## src/rtl/booth4_pkg.sv

```systemverilog
`default_nettype none
// ============================================================================
// Module      : booth4_pkg
// Description : Shared definitions for the radix-4 Booth multiplier slice:
//               controller state encoding, recode constants and the default
//               operand width used by the controller and datapath registers.
// Revision    : 1.0 - initial release
// ============================================================================
package booth4_pkg;

  // Operand width shared with reg_A / reg_Q / reg_M.
  localparam int BOOTH_WIDTH = 8;

  // Controller states, binary encoded.
  typedef enum logic [2:0] {
    ST_IDLE  = 3'd0,
    ST_INIT  = 3'd1,
    ST_EVAL  = 3'd2,
    ST_SHIFT = 3'd3,
    ST_OUT   = 3'd4
  } state_t;

  // Recode actions, packed as {add_en, sel_2m, sub}.
  localparam logic [2:0] REC_NOP = 3'b000;  // digit  0
  localparam logic [2:0] REC_PM  = 3'b100;  // digit +1 : A + M
  localparam logic [2:0] REC_P2M = 3'b110;  // digit +2 : A + 2M
  localparam logic [2:0] REC_MM  = 3'b101;  // digit -1 : A - M
  localparam logic [2:0] REC_M2M = 3'b111;  // digit -2 : A - 2M

endpackage : booth4_pkg
`default_nettype wire

```

## src/rtl/booth4_recoder.sv

```systemverilog
`default_nettype none
// ============================================================================
// Module      : booth4_recoder
// Description : Combinational radix-4 Booth recoder. Maps the Q-register
//               window {Q[1], Q[0], Q[-1]} to an adder action.
// Ports       : q_bits  in  3  {Q[1], Q[0], Q[-1]}
//               add_en  out 1  write adder result into A
//               sel_2m  out 1  adder operand is 2M (else M)
//               sub     out 1  adder subtracts the operand
// Revision    : 1.0 - initial release
// ============================================================================
module booth4_recoder
  import booth4_pkg::*;
(
  input  logic [2:0] q_bits,
  output logic       add_en,
  output logic       sel_2m,
  output logic       sub
);

  logic [2:0] w_rec;

  always_comb begin
    w_rec = REC_NOP;
    case (q_bits)
      3'b000, 3'b111: w_rec = REC_NOP;
      3'b001, 3'b010: w_rec = REC_PM;
      3'b011:         w_rec = REC_P2M;
      3'b100:         w_rec = REC_M2M;
      3'b101, 3'b110: w_rec = REC_MM;
      default:        w_rec = REC_NOP;
    endcase
  end

  assign {add_en, sel_2m, sub} = w_rec;

endmodule : booth4_recoder
`default_nettype wire

```

## src/rtl/booth4_ctrl.sv

```systemverilog
`default_nettype none
// ============================================================================
// Module      : booth4_ctrl
// Description : Sequencer for the radix-4 Booth multiplier datapath. Runs
//               INIT, then N_ITER pairs of EVAL (recode + add/sub) and SHIFT
//               (arithmetic shift right by 2), then OUT (latch product).
// Ports       : clk     in  1  system clock, rising edge
//               reset   in  1  asynchronous active-high reset
//               start   in  1  begin a multiplication (sampled in IDLE)
//               q_bits  in  3  {Q[1], Q[0], Q[-1]}
//               c0      out 1  clear A and Q[-1]
//               c1      out 1  load M and Q
//               c2      out 1  write adder sum into A
//               c3      out 1  adder operand select (1 = 2M)
//               c4      out 1  adder subtract
//               c5      out 1  shift A:Q:Q[-1] right by 2
//               c6      out 1  latch product into output register
//               busy    out 1  high from INIT through OUT
//               done    out 1  one-cycle pulse with c6
// Revision    : 1.0 - initial release
// ============================================================================
module booth4_ctrl
  import booth4_pkg::*;
#(
  parameter int WIDTH  = BOOTH_WIDTH,            // must be even
  parameter int N_ITER = WIDTH / 2,
  parameter int CNT_W  = (N_ITER > 1) ? $clog2(N_ITER) : 1
) (
  input  logic       clk,
  input  logic       reset,
  input  logic       start,
  input  logic [2:0] q_bits,
  output logic       c0,
  output logic       c1,
  output logic       c2,
  output logic       c3,
  output logic       c4,
  output logic       c5,
  output logic       c6,
  output logic       busy,
  output logic       done
);

  state_t             r_state;
  state_t             w_state_nxt;
  logic [CNT_W-1:0]   r_cnt;
  logic [CNT_W-1:0]   w_cnt_nxt;
  logic               w_add_en;
  logic               w_sel_2m;
  logic               w_sub;
  logic               w_last;

  booth4_recoder u_recoder (
    .q_bits (q_bits),
    .add_en (w_add_en),
    .sel_2m (w_sel_2m),
    .sub    (w_sub)
  );

  assign w_last = (r_cnt == CNT_W'(N_ITER - 1));

  always_ff @(posedge clk or posedge reset) begin
    if (reset) begin
      r_state <= ST_IDLE;
      r_cnt   <= '0;
    end else begin
      r_state <= w_state_nxt;
      r_cnt   <= w_cnt_nxt;
    end
  end

  // Every strobe decodes from the state register, so an asynchronous reset
  // clears all outputs in the same cycle. The recoder outputs are only
  // passed through in EVAL; elsewhere the strobes are forced to constant 0
  // so an unknown q_bits cannot leak out.
  always_comb begin
    w_state_nxt = r_state;
    w_cnt_nxt   = r_cnt;
    c0          = 1'b0;
    c1          = 1'b0;
    c2          = 1'b0;
    c3          = 1'b0;
    c4          = 1'b0;
    c5          = 1'b0;
    c6          = 1'b0;
    busy        = 1'b0;
    done        = 1'b0;
    case (r_state)
      ST_IDLE: begin
        if (start) w_state_nxt = ST_INIT;
      end
      ST_INIT: begin
        c0          = 1'b1;
        c1          = 1'b1;
        busy        = 1'b1;
        w_cnt_nxt   = '0;
        w_state_nxt = ST_EVAL;
      end
      ST_EVAL: begin
        busy        = 1'b1;
        c2          = w_add_en;
        c3          = w_sel_2m;
        c4          = w_sub;
        w_state_nxt = ST_SHIFT;
      end
      ST_SHIFT: begin
        c5   = 1'b1;
        busy = 1'b1;
        if (w_last) begin
          w_state_nxt = ST_OUT;
        end else begin
          w_cnt_nxt   = r_cnt + CNT_W'(1);
          w_state_nxt = ST_EVAL;
        end
      end
      ST_OUT: begin
        c6          = 1'b1;
        done        = 1'b1;
        busy        = 1'b1;
        w_state_nxt = ST_IDLE;
      end
      default: w_state_nxt = ST_IDLE;
    endcase
  end

endmodule : booth4_ctrl
`default_nettype wire

```

## config.mk

```make
export PLATFORM = sky130hd
export DESIGN_NAME = booth4_ctrl
export DESIGN_NICKNAME = d
export VERILOG_FILES = /design/src/rtl/booth4_pkg.sv /design/src/rtl/booth4_recoder.sv /design/src/rtl/booth4_ctrl.sv
export SDC_FILE = /design/constraint.sdc
export NUM_CORES = 1
export LEC_CHECK = 0
export CAP_MARGIN = 10
export CORE_MARGIN = 10
export CORE_UTILIZATION = 25
export DETAILED_ROUTE_END_ITERATION = 8
export PLACE_DENSITY_LB_ADDON = 0.3
export SLEW_MARGIN = 20
export SYNTH_ARGS = -nofsm -noshare
export SYNTH_HDL_FRONTEND = slang
export SYNTH_SLANG_ARGS = --single-unit
```

## constraint.sdc

```tcl
create_clock -name clk -period 2.5 [get_ports clk]
set_input_delay 0.375 -clock clk [delete_from_list [all_inputs] [get_ports clk]]
set_output_delay 0.375 -clock clk [all_outputs]
set_load 0.01 [all_outputs]
```

==> results.yml, run 1 <==
cts:
  clk_path_buf_depth: 2
  cts_resized: 0
  clk_latency_ns: 0.24
  clk_pin_slew_worst_paths_ns: 0.04
  postCtsHoldBufs: 0
  cts_setup_buffers: 0
  root_buffer: "clkbuf_4"
  cts_tree: "done"
  clock_sinks: 5
  h-tree-depth: 1
  cts_buffers: 3
sta:
  skew_ns: 0.00117
  period_needed_ns: 2.25
  fin_crit_sh_pct: 89.8
  slew_headroom_pct: 85.6
  tightest_slew_ns: 0.215
  max_freq_mhz: 445
  rsz0062_at_grt: "false"
  slew_violations: 0
  finalSetupViolCount: 0
  finalHoldViolCount: 0
  tns_ns: 0
setup_path:
  critPathLaunch: "q_bits[0]"
  r2r-start: "r_cnt[0]$_DFFE_PP0P_"
  max_stage_delay_ns: 0.55
  crit_chain: "clkdlybuf4s50_1 -> nand2_1 -> or2_2 -> a21oi_2 -> clkdlybuf4s50_1"
  slowest_stage: "clkdlybuf4s50_1"
  crit_required_ns: 2.12
  reg2reg_to: "r_cnt[1]$_DFFE_PP0P_"
  startpoint_type: "input pin"
  crit_type: "in2out"
  cp_num_buf_inv: 2
  rrSetupSlack_ns: 1.37
  r2r.worst_path.cells: 4
  worstPathArrival_ns: 1.87
  cpLargestDelayFamily: "buffers and inverters"
  end_kind: "primary output"
  path_max_fanout: 2
  path_common_cell: "clkdlybuf4s50_1"
die:
  die_area_mm2: 0.00321
  rows: 13
  die_h_um: 56.7
  fp.dieW_um: 56.7
  start_util_pct: 26.2
  core_area_mm2: 0.00128
  pin_count: 15
status:
  status: "complete, no violations"
synth:
  syn_area_per_cell_um2: 8.63
  yosys_most_used_dff: "dfrtp_1"
  syn_area_um2: 337
  ys_seq_elements: 5
  synth_nets: 46
  synthArstFlopShare_pct: 100
  synth_warnings: 0
  yosysSeqAreaShare_pct: 37.2
  synthCells: 39
  synth_cell_types: 20
  synth-edff-count: 0
grt:
  grt_antenna_before_repair: 0
  overflow: 0
  grt_max_degree: 10
  grt_pass1_vias: 301
  grt_use_total_pct: 5.13
  grt_pass1_wl_um: 1270
finish:
  final_area_um2: 507
  diodes: 0
  finalNonFillerCells: 70
  fillers: 134
  nets: 63
  area_growth_syn_to_layout_pct: 50.6
  drive_gt1_share_pct: 18.2
power:
  p_per_area_mw_per_mm2: 1020
  vdd_drop_max_v: 0.000410
  p_leak_nw: 0.217
routing:
  drt-initial-drc-count: 6
  dr.pass1.iters: 2
  wirelength_um: 734
  vias: 310
  ant_nets: 0
  vias_per_cell: 4.43
  wl_per_cell_um: 10.5
  drc_errors: 0
flow_run:
  drv_cap: 0
min_path:
  hold_class: "in2async"
placed_design:
  place_area_um2: 480
  dp_hpwl_um: 618
  port_buffers: 14
  dp.cells: 66
  finalWeightedCongestion: 0.627
## layout by cell type (no fill, tap or decap), types with 2 or more instances in the layout
cell type	count
clkbuf_4	3
clkdlybuf4s50_1	14
and2_1	2
dfrtp_1	5
nor2_1	4
nand2_1	4
nand2b_1	2
o21ai_0	2
a21oi_2	2
or2_2	2
o21ai_1	2
nor3_1	2
## cell families after synthesis
| family | share of synthesized area [%] |
|---|---|
| compound gates | 11.2 |
| xor+xnor | 2.60 |
| fa+ha+maj | 3.72 |
| buf+inv | 7.81 |
| flops | 37.2 |
| simple gates | 37.5 |
## cell type report
| class | instances | area [um^2] | share of cell area [%] |
|---|---|---|---|
| multi-input cells | 30 | 185 | 36.5 |
| repair buffers | 15 | 148 | 29.1 |
| flip-flops and latches | 5 | 125 | 24.7 |
| clock buffers | 4 | 26.3 | 5.19 |
| well taps | 15 | 18.8 | 3.70 |
| inverters | 1 | 3.75 | 0.741 |
## worst max-delay path by stage
| stage | slack (ns) | depth (start not counted) | endpoint |
|---|---|---|---|
| after floorplan | 1.14 | 4 | done |
| after global placement | 0.25 | 5 | c3 |
| after detailed placement | 0.25 | 5 | c3 |
| after CTS | 0.25 | 5 | c3 |
| after global routing | 0.18 | 5 | c3 |
| final | 0.25 | 5 | c3 |
## cells in the mapped netlist (all sizes together), types with 2 or more instances
cell | number | area share (%)
or2 | 3 | 5.6
and2 | 2 | 3.7
dfrtp | 5 | 37
o21ai | 4 | 5.9
nor2 | 5 | 6.3
nor3 | 2 | 3.0
a21oi | 2 | 5.2
buf | 3 | 6.7
nand2 | 4 | 4.5
nand2b | 2 | 3.7
## sequential cells by signal, indices dropped and copies added, names as in the netlist
signal and count:
r_cnt 2, r_state 3
## per-layer routing
metal / global-route usage [%] / wire length (um) / vias to the layer above
met5: 0 / 0 / -
met2: 6.90 / 316 / 13
met1: 4.94 / 310 / 134
li1: - / - / 161
met3: 4.27 / 90 / 2
met4: 4.12 / 17 / 0
## stage by stage
stage	util [%]	power [mW]	hold slack, ns	setup slack, ns
2_1_floorplan	-	0.318	0.154	1.14
3_3_place_gp	37.4	0.429	0.506	0.254
3_5_place_dp	37.4	0.431	0.513	0.254
4_1_cts	39.4	0.532	0.335	0.245
5_1_grt	39.4	0.571	0.354	0.175
6_report	39.4	0.519	0.335	0.254
## power by group
group	switching [mW]	internal [mW]	leakage (nW)
clock	0.0340	0.0604	0.0150
combinational	0.120	0.159	0.142
sequential	0.0308	0.115	0.0603
total	0.185	0.334	0.217
No activity file was read; power rests on OpenSTA's default activity.
==> inputs of run 2 (changes only) <==
- CAP_MARGIN: 10 -> 5
- CORE_MARGIN: 10 -> not set
- clock period: 2.5 -> 2.2 ns (I/O delays scaled with it)
==> run 2 against run 1 <==
Clock-buffer cell count unchanged; wire length down 12%; cell count unchanged; worst setup slack got worse by 0.19 ns; die area decreased by 53%; final area is 1.7% higher; utilization grew 4.6 points; global-route usage rose by 4.2 points.
==> results.yml, run 2 (synthesis results as in run 1) <==
sta:
  slew_violations: 0
  fin_crit_sh_pct: 97.1
  worst_slack_ns: 0.0647
  period_needed_ns: 2.14
  whs_ns: 0.297
  slew_headroom_pct: 84.8
  finalSetupViolCount: 0
  skew_ns: 0.00277
  tns_ns: 0
  rsz0062_at_grt: "false"
  max_freq_mhz: 468
  tightest_slew_ns: 0.227
  finalHoldViolCount: 0
setup_path:
  startpoint_type: "input pin"
  end_kind: "primary output"
  cp_num_buf_inv: 2
  path_max_fanout: 2
  worstPathArrival_ns: 1.81
  crit_type: "in2out"
  path_common_cell: "clkdlybuf4s50_1"
  slowest_stage: "clkdlybuf4s50_1"
  max_stage_delay_ns: 0.54
  crit_chain: "clkdlybuf4s50_1 -> nor2_1 -> or2_2 -> a21oi_2 -> clkdlybuf4s50_1"
  cpLargestDelayFamily: "buffers and inverters"
  crit_required_ns: 1.87
routing:
  wirelength_um: 646
  ant_nets: 0
  dr.pass1.iters: 2
  wl_met2_um: 275
  vias_per_cell: 4.44
  drt-initial-drc-count: 2
  wl_per_cell_um: 9.23
  met3_length_um: 41
  top_layer: "met3"
  vias: 311
  drc_errors: 0
  wl_met1_um: 329
cts:
  clk_pin_slew_worst_paths_ns: 0.04
  cts_buffers: 3
  clk_path_buf_depth: 2
  cts_tree: "done"
  clk_latency_ns: 0.23
  clock_sinks: 5
  postCtsHoldBufs: 0
  cts_resized: 0
  root_buffer: "clkbuf_4"
  h-tree-depth: 1
  cts_setup_buffers: 0
die:
  fp.dieW_um: 38.7
  die_h_um: 38.7
  rows: 12
  core_area_mm2: 0.00117
  die_area_mm2: 0.00150
  pin_count: 15
  start_util_pct: 28.7
power:
  vdd_drop_max_v: 0.000426
  p_per_area_mw_per_mm2: 1150
  p_leak_nw: 0.239
finish:
  diodes: 0
  area_growth_syn_to_layout_pct: 53.2
  layout_common_cells: "clkdlybuf4s50_1, dfrtp_1, nor2_1, nand2_1, clkbuf_4"
  top_register: "r_state"
  final_common_cell: "clkdlybuf4s50_1"
  nets: 64
  final_area_um2: 515
  drive_gt1_share_pct: 19.6
  largest_register_ffs: 3
  top_regs: "r_state x3, r_cnt x2"
grt:
  grt_pass1_wl_um: 993
  grt_antenna_before_repair: 0
  overflow: 0
  grt_pass1_vias: 258
  grt_max_degree: 10
  grt_use_total_pct: 9.29
placed_design:
  finalWeightedCongestion: 0.616
  dp_hpwl_um: 514
  place_area_um2: 487
  port_buffers: 14
  dp_slack_ns: 0.0577
flow_run:
  drv_cap: 0
min_path:
  hold_class: "in2async"
status:
  status: "complete, no violations"
## run 2: cell types whose count changed in the layout (fill, tap and decap cells not counted), sizes merged
| cell | previous run | this run |
|---|---|---|
| buf | 1 | 2 |
| dlymetal6s2s | 0 | 1 |
| clkdlybuf4s50 | 14 | 13 |
## run 2: power breakdown
part	total (mW)	switching, mW	internal, mW
Sequential	0.160	0.0299	0.130
Clock	0.102	0.0333	0.0683
Combinational	0.330	0.146	0.184
## run 2: path summary, 6_finish.rpt
| path | slack, ns | to | cells after the start | startpoint |
|---|---|---|---|---|
| setup / recovery | 0.06 | c2 | 5 | q_bits[1] |
| hold / removal | 0.30 | r_cnt[1]$_DFFE_PP0P_ | 2 | reset |
| setup reg to reg | 1.02 | r_cnt[1]$_DFFE_PP0P_ | 4 | r_cnt[0]$_DFFE_PP0P_ |
| hold reg to reg | 0.54 | r_state[0]$_DFFE_PP0P_ | 1 | r_state[0]$_DFFE_PP0P_ |
| max in group asynchronous | 1.73 | r_state[2]$_DFFE_PP0P_ | 2 | reset |
| min in group clk | 0.54 | r_state[0]$_DFFE_PP0P_ | 1 | r_state[0]$_DFFE_PP0P_ |
## run 2: stage by stage
step	cells	util, %	total power, mW
final	70	44.0	0.592
after global routing	70	44.0	0.638
after CTS	70	43.8	0.603
after detailed placement	66	41.6	0.497
after global placement	66	41.6	0.491
after floorplan	39	-	0.361
## run 2: layer usage
layer	vias up	global-route usage, %
li1	163	-
met1	134	13.2
met2	14	14.2
met3	0	1.73
met4	0	2.59
met5	-	0
## run 2: area by class of cell
class	count	area (um^2)
repair buffers	16	158
inverters	1	3.75
well taps	14	17.5
fillers	127	656
clock buffers	4	26.3
flip-flops and latches	5	125
multi-input cells	30	185
## run 2: worst register-to-register path: cells and delay by family, from the launching register on
| kind | cells | cell delay, ns |
|---|---|---|
| and+or+nand+nor | 1 | 0.17 |
| adders and majority gates | 1 | 0.24 |
| AOI/OAI and AO/OA | 2 | 0.25 |
| DFF | 1 | 0.39 |
